--- src/rtl/console_tx_pkg.sv ---
// Shared definitions for the LC-3 console output port: register addresses,
// the queued command format and the drain FSM state type.
package console_pkg;

  localparam logic [15:0] DSR_ADDR_DEF = 16'hFE04;
  localparam logic [15:0] DDR_ADDR_DEF = 16'hFE06;
  localparam logic [15:0] DCR_ADDR_DEF = 16'hFE08;

  // One queued display command: Kind=0 character, Kind=1 cursor move.
  typedef struct packed {
    logic        Kind;
    logic [11:0] Payload;
  } disp_cmd_t;

  localparam int unsigned CMD_WIDTH = $bits(disp_cmd_t);

  typedef enum logic [1:0] {
    IDLE,
    ISSUE,
    HOLD
  } drain_state_t;

endpackage

--- src/rtl/console_tx_if.sv ---
// CPU memory-bus and display-driver signals of the console output port.
// master = CPU/driver side, slave = console_tx.
interface console_tx_if;

  logic [15:0] BusAddr;
  logic [15:0] BusDataIn;
  logic        BusWE;
  logic        BusRE;
  logic        BusHit;
  logic [15:0] BusDataOut;
  logic        DispReady;
  logic        DispCharWE;
  logic [7:0]  DispChar;
  logic        DispAddrWE;
  logic [11:0] DispAddr;

  modport master (
    output BusAddr, BusDataIn, BusWE, BusRE, DispReady,
    input  BusHit, BusDataOut, DispCharWE, DispChar, DispAddrWE, DispAddr
  );

  modport slave (
    input  BusAddr, BusDataIn, BusWE, BusRE, DispReady,
    output BusHit, BusDataOut, DispCharWE, DispChar, DispAddrWE, DispAddr
  );

endinterface

--- src/rtl/console_tx_sync_fifo.sv ---
// Synchronous FIFO with registered pointers/count and a combinational head.
// Push while full and pop while empty are ignored.
module sync_fifo #(
  parameter int unsigned WIDTH = 13,
  parameter int unsigned DEPTH = 16
) (
  input  logic                     Clk,
  input  logic                     Reset,
  input  logic                     Push,
  input  logic                     Pop,
  input  logic [WIDTH-1:0]         DataIn,
  output logic [WIDTH-1:0]         DataOut,
  output logic                     Full,
  output logic                     Empty,
  output logic [$clog2(DEPTH):0]   Count
);

  localparam int unsigned AW = $clog2(DEPTH);

  logic [WIDTH-1:0] mem [DEPTH];
  logic [AW-1:0]    wrPtr;
  logic [AW-1:0]    rdPtr;
  logic             doPush;
  logic             doPop;

  assign Full    = (Count == (AW+1)'(DEPTH));
  assign Empty   = (Count == '0);
  assign doPush  = Push && !Full;
  assign doPop   = Pop && !Empty;
  assign DataOut = mem[rdPtr];

  // Storage array; contents need no reset since Count gates visibility.
  always_ff @(posedge Clk) begin
    if (doPush) begin
      mem[wrPtr] <= DataIn;
    end
  end

  // Pointer and occupancy bookkeeping; pointers wrap naturally at DEPTH.
  always_ff @(posedge Clk) begin
    if (Reset) begin
      wrPtr <= '0;
      rdPtr <= '0;
      Count <= '0;
    end else begin
      if (doPush) wrPtr <= wrPtr + 1'b1;
      if (doPop)  rdPtr <= rdPtr + 1'b1;
      case ({doPush, doPop})
        2'b10:   Count <= Count + 1'b1;
        2'b01:   Count <= Count - 1'b1;
        default: Count <= Count;
      endcase
    end
  end

endmodule

--- src/rtl/console_tx.sv ---
// LC-3 memory-mapped console output: DDR/DCR writes are queued as tagged
// commands and drained to the display driver one per 3 cycles under Ready.
// DSR reports FIFO space, sticky overflow and occupancy.
module console_tx
  import console_pkg::*;
#(
  parameter int unsigned FIFO_DEPTH = 16,
  parameter logic [15:0] DSR_ADDR   = DSR_ADDR_DEF,
  parameter logic [15:0] DDR_ADDR   = DDR_ADDR_DEF,
  parameter logic [15:0] DCR_ADDR   = DCR_ADDR_DEF
) (
  input logic         Clk,
  input logic         Reset,
  console_tx_if.slave Io
);

  localparam int unsigned CW = $clog2(FIFO_DEPTH) + 1;

  logic         isDsr;
  logic         isDdr;
  logic         isDcr;
  logic         pushReq;
  logic         dsrWrite;
  logic         full;
  logic         empty;
  logic [CW-1:0] count;
  logic         pop;
  logic         overflow;
  disp_cmd_t    cmdIn;
  disp_cmd_t    head;
  drain_state_t state;
  drain_state_t stateNext;
  logic         unusedHiData;

  assign isDsr     = (Io.BusAddr == DSR_ADDR);
  assign isDdr     = (Io.BusAddr == DDR_ADDR);
  assign isDcr     = (Io.BusAddr == DCR_ADDR);
  assign Io.BusHit = isDsr || isDdr || isDcr;

  assign pushReq  = Io.BusWE && (isDdr || isDcr);
  assign dsrWrite = Io.BusWE && isDsr;

  // Characters keep only the low byte; cursor moves keep all 12 bits.
  assign cmdIn.Kind    = isDcr;
  assign cmdIn.Payload = isDcr ? Io.BusDataIn[11:0] : {4'h0, Io.BusDataIn[7:0]};
  assign unusedHiData  = ^Io.BusDataIn[15:12];

  sync_fifo #(
    .WIDTH (CMD_WIDTH),
    .DEPTH (FIFO_DEPTH)
  ) cmdFifo (
    .Clk     (Clk),
    .Reset   (Reset),
    .Push    (pushReq && !full),
    .Pop     (pop),
    .DataIn  (cmdIn),
    .DataOut (head),
    .Full    (full),
    .Empty   (empty),
    .Count   (count)
  );

  // Sticky overflow: a dropped write sets it, any DSR write clears it, set wins.
  always_ff @(posedge Clk) begin
    if (Reset) begin
      overflow <= 1'b0;
    end else if (pushReq && full) begin
      overflow <= 1'b1;
    end else if (dsrWrite) begin
      overflow <= 1'b0;
    end
  end

  // DSR read path; DDR/DCR and non-hit reads return zero.
  always_comb begin
    Io.BusDataOut = '0;
    if (Io.BusRE && isDsr) begin
      Io.BusDataOut = {~full, overflow, 14'(count)};
    end
  end

  // Drain FSM state register.
  always_ff @(posedge Clk) begin
    if (Reset) begin
      state <= IDLE;
    end else begin
      state <= stateNext;
    end
  end

  // Drain FSM next-state and strobe decode; strobes depend only on state and head.
  always_comb begin
    stateNext     = state;
    pop           = 1'b0;
    Io.DispCharWE = 1'b0;
    Io.DispAddrWE = 1'b0;
    Io.DispChar   = '0;
    Io.DispAddr   = '0;
    unique case (state)
      IDLE: begin
        if (!empty && Io.DispReady) stateNext = ISSUE;
      end
      ISSUE: begin
        stateNext = HOLD;
        pop       = 1'b1;
        if (head.Kind) begin
          Io.DispAddrWE = 1'b1;
          Io.DispAddr   = head.Payload;
        end else begin
          Io.DispCharWE = 1'b1;
          Io.DispChar   = head.Payload[7:0];
        end
      end
      HOLD: begin
        stateNext = IDLE;
      end
      default: begin
        stateNext = IDLE;
      end
    endcase
  end

endmodule
--- src/flat_wrapper.sv ---
// flat-port wrapper written by rule: the top's interface ports become plain ports
module console_tx_flat import console_pkg::*;
#(
  parameter int unsigned FIFO_DEPTH = 16,
  parameter logic [15:0] DSR_ADDR   = DSR_ADDR_DEF,
  parameter logic [15:0] DDR_ADDR   = DDR_ADDR_DEF,
  parameter logic [15:0] DCR_ADDR   = DCR_ADDR_DEF
)
  (Clk, Reset, Io_BusAddr, Io_BusDataIn, Io_BusWE, Io_BusRE, Io_DispReady, Io_BusHit, Io_BusDataOut, Io_DispCharWE, Io_DispChar, Io_DispAddrWE, Io_DispAddr);
  console_tx_if Io_i ();
  input logic Clk;
  input logic Reset;
  input wire logic [$bits(Io_i.BusAddr)-1:0] Io_BusAddr;
  input wire logic [$bits(Io_i.BusDataIn)-1:0] Io_BusDataIn;
  input wire logic [$bits(Io_i.BusWE)-1:0] Io_BusWE;
  input wire logic [$bits(Io_i.BusRE)-1:0] Io_BusRE;
  input wire logic [$bits(Io_i.DispReady)-1:0] Io_DispReady;
  output wire logic [$bits(Io_i.BusHit)-1:0] Io_BusHit;
  output wire logic [$bits(Io_i.BusDataOut)-1:0] Io_BusDataOut;
  output wire logic [$bits(Io_i.DispCharWE)-1:0] Io_DispCharWE;
  output wire logic [$bits(Io_i.DispChar)-1:0] Io_DispChar;
  output wire logic [$bits(Io_i.DispAddrWE)-1:0] Io_DispAddrWE;
  output wire logic [$bits(Io_i.DispAddr)-1:0] Io_DispAddr;
  assign Io_i.BusAddr = Io_BusAddr;
  assign Io_i.BusDataIn = Io_BusDataIn;
  assign Io_i.BusWE = Io_BusWE;
  assign Io_i.BusRE = Io_BusRE;
  assign Io_i.DispReady = Io_DispReady;
  assign Io_BusHit = Io_i.BusHit;
  assign Io_BusDataOut = Io_i.BusDataOut;
  assign Io_DispCharWE = Io_i.DispCharWE;
  assign Io_DispChar = Io_i.DispChar;
  assign Io_DispAddrWE = Io_i.DispAddrWE;
  assign Io_DispAddr = Io_i.DispAddr;
  console_tx #(.FIFO_DEPTH(FIFO_DEPTH), .DSR_ADDR(DSR_ADDR), .DDR_ADDR(DDR_ADDR), .DCR_ADDR(DCR_ADDR)) u_core (.Clk(Clk), .Reset(Reset), .Io(Io_i));
endmodule
--- config.mk ---
export PLATFORM = sky130hd
export DESIGN_NAME = console_tx_flat
export DESIGN_NICKNAME = d
export VERILOG_FILES = /design/src/rtl/console_tx_pkg.sv /design/src/rtl/console_tx_if.sv /design/src/rtl/console_tx_sync_fifo.sv /design/src/rtl/console_tx.sv /design/src/flat_wrapper.sv
export SDC_FILE = /design/constraint.sdc
export NUM_CORES = 1
export LEC_CHECK = 0
export CAP_MARGIN = 20
export CORE_MARGIN = 2
export CORE_UTILIZATION = 31
export CTS_CLUSTER_DIAMETER = 120
export DETAILED_ROUTE_END_ITERATION = 12
export PLACE_DENSITY = 0.49
export SLEW_MARGIN = 20
export SYNTH_ARGS = -nofsm -noshare
export SYNTH_HDL_FRONTEND = slang
export SYNTH_SLANG_ARGS = --single-unit
--- constraint.sdc ---
create_clock -name Clk -period 5.15 [get_ports Clk]
set_clock_uncertainty 0.05 [all_clocks]
set_input_delay 0.7725 -clock Clk [delete_from_list [all_inputs] [get_ports Clk]]
set_output_delay 0.7725 -clock Clk [all_outputs]
set_load 0.01 [all_outputs]
==> out/summary.txt <==
Hold EP: u_core.overflow
Pin count of the biggest net entering global routing: 34
Clock Latency Late Sink: 0.52 ns
Dpl hpwl: 12.9 mm
DRC: 0
Total power divided by cell area: 330 nW/um^2
1st-pass router iterations: 5
Synth top area cells: edfxtp_1 66%, mux4_2 11%, dfxtp_1 4.2%
Placed insts: 960
Commonest cells after routing, fill and taps aside: 208 x edfxtp_1, 62 x clkdlybuf4s50_1, 48 x mux4_2
Final TNS setup: 0 ns
Total global routing overflow: 0
1st-iter DRT viols: 353
Netlist cell types: 56
Hold_buf cts: 0
Maximum clock rate: 232 MHz
Vias: 5018
First-pass GRT wire length: 32.2 mm
Fillers: 2814
Fin worst setup slack: 0.837 ns
GP Congestion: 0.708
CTS root buffer: clkbuf_16
Worst-path clk slew: 0.06 ns
Commonest non-fill, non-tap cell in the layout: edfxtp_1
Die Ht: 179 um
Peak supply drop: 0.207 mV
Share of layout cells above drive strength 1: 20.6%
Post-Synth XOR/XNOR Area: 0.460%
Post-synth EDFFs: 208
FF-to-FF End: u_core.cmdFifo.Count[4]
Final wirelength: 21.4 mm
Ys flop type: edfxtp_1
Synth Instances: 519
TritonCTS clock tree: yes
H-tree levels: 1
Status: finished, final reports clean
Reg2reg start: u_core.cmdFifo.Count[0]
Crit path required time: 4.33 ns
Largest family of logic cells by synthesized area: multiplexers
Area Overhead vs Synth: 19.4%
Final setup fails: 0
Cts bufs inserted: 26
Worst setup SP type: register
Die X: 179 um
Area of the core: 30400 sq um
Synth Area in Compound Gates: 5.30%
HP Start: u_core.overflow
Max_slew headroom: 33.2%
Max_cap viols: 0
All-layer global routing usage: 13.6%
Period utilization: 83.8%
Worst reg2reg path depth: 11
Synth Area in Simple Gates: 6.82%
Ys Warns: 0
Finished Layout Cells: 1007
Critical Path AT: 3.49 ns
Site row count: 64
RSZ-0062 raised after global routing: no
Setup bufs post-CTS: 0
Final ANT Viol Nets: 0
Final min period: 4.31 ns
Setup slack, reg-to-reg: 2.18 ns
Crit end category: output port
Initial core utilization: 31.3%
Vias in the first global route: 5299
Post_cts resized: 0
Async SR Flop Fraction: 0%
IO buf count: 62
Share of Yosys cell area claimed by the top area cell type: 65.6%
Final slew viol count: 0
Hold Crit Depth: 2
Adder-cell share of the synthesized area: 1.05%
Layout Nets: 637
N_diodes: 0
Lkg Pwr: 0.00341 uW
Mux cell area share after synthesis: 13.6%
Worst-margin pin slew: 1.00 ns
WS Path Type: register to output port
Number of clock sinks: 228
DR WL/cell: 21.3 um
Synthesized flop and latch total: 228
Maximum buffer depth of the clock tree: 3
Crit-path max FO: 33
Antenna violations before repair: 0
I/O pin count: 76
Vias/cell: 4.98
Register area share after synthesis: 69.8%
Syn avg cell area: 18.3 sq um
Placement Setup Slack: 0.971 ns
Synthesized area: 9520 sq um
Cell accounting for the most synthesized area: edfxtp_1
Final hold violation count: 0
Hold Path Class: register to register
Die ar.: 32100 sq um
## Yosys cell counts, types with 8 or more instances
cell and number:
a22o_1 8, ha_1 8, clkbuf_1 9, edfxtp_1 208
nor2b_1 8, a221oi_2 9, mux4_2 48, mux2i_1 9
and4_1 11, dfxtp_1 20, a21oi_1 24, nor3b_1 8
buf_2 9, buf_4 10, and2_1 16, nor2_1 14
## power breakdown
| group | internal (uW) | switching [uW] | total [uW] |
|---|---|---|---|
| sequential | 2010 | 0.00123 | 2010 |
| combinational | 24.1 | 26.4 | 50.6 |
| clock | 990 | 708 | 1700 |
## registers in the layout (all words and copies together) (netlist names), named ones only
name,cells
u_core.overflow,1
u_core.cmdFifo.mem,208
u_core.cmdFifo.wrPtr,4
u_core.cmdFifo.Count,5
u_core.cmdFifo.rdPtr,4
u_core.state,2
## worst max-delay path by stage
| stage | slack (ns) | cells past startpoint | endpoint | startpoint |
|---|---|---|---|---|
| after floorplan | 1.73 | 14 | u_core.cmdFifo.Count[4] | Io_BusAddr[5] |
| after global placement | 1.10 | 12 | u_core.cmdFifo.Count[4] | Io_BusAddr[5] |
| after detailed placement | 0.97 | 12 | u_core.cmdFifo.Count[4] | Io_BusAddr[3] |
| after CTS | 0.75 | 6 | Io_DispChar[5] | register |
| after global routing | 0.55 | 6 | Io_DispAddr[5] | register |
| final | 0.84 | 6 | Io_DispChar[5] | register |
## cell type report
cell class | instances | area, sq um | share of cell area (%)
inverter | 7 | 26.3 | 0.231
tap | 396 | 495 | 4.36
sequential | 228 | 6650 | 58.5
clock inverter | 15 | 111 | 0.980
timing repair buffer | 76 | 733 | 6.45
clock buffer | 32 | 683 | 6.01
multi-input combinational | 253 | 2670 | 23.5
## critical path, stage by stage, from the launching register on
cell,delay (ns)
dfxtp_4,0.80
buf_4,0.51
mux4_2,0.55
a22o_1,0.28
a221oi_2,0.24
a21oi_1,0.07
clkdlybuf4s50_1,0.50
## metal layers
metal	GRT usage, %	up-vias	part of all wire [%]
met2	23.8	145	50
met4	3.26	0	2.1
met3	2.08	34	5.7
li1	-	2261	-
met5	0	-	0
met1	17.8	2578	42
## cells by family (layout without fill, tap and decap cells)
group / count (synthesis) / count (layout)
and+or+nand+nor: 101 / 101
adders and majority gates: 8 / 8
xor gates and xnor gates: 5 / 5
other: 1 / 9
DFF: 228 / 228
buffers and inverters: 46 / 130
AOI/OAI and AO/OA: 66 / 66
muxes: 64 / 64
## through the flow
stage               hold slack [ns]  utilization, %  total power, uW  instance area (sq um)
CTS                           0.437            37.4             3790                  11400
global placement              0.420            34.7             2090                  10600
floorplan                     0.395               -             2060                   9550
detailed placement            0.421            34.7             2100                  10600
finish                        0.431            37.4             3750                  11400
global route                  0.491            37.4             3860                  11400
Note: power is estimated with default switching activity, not from simulation.
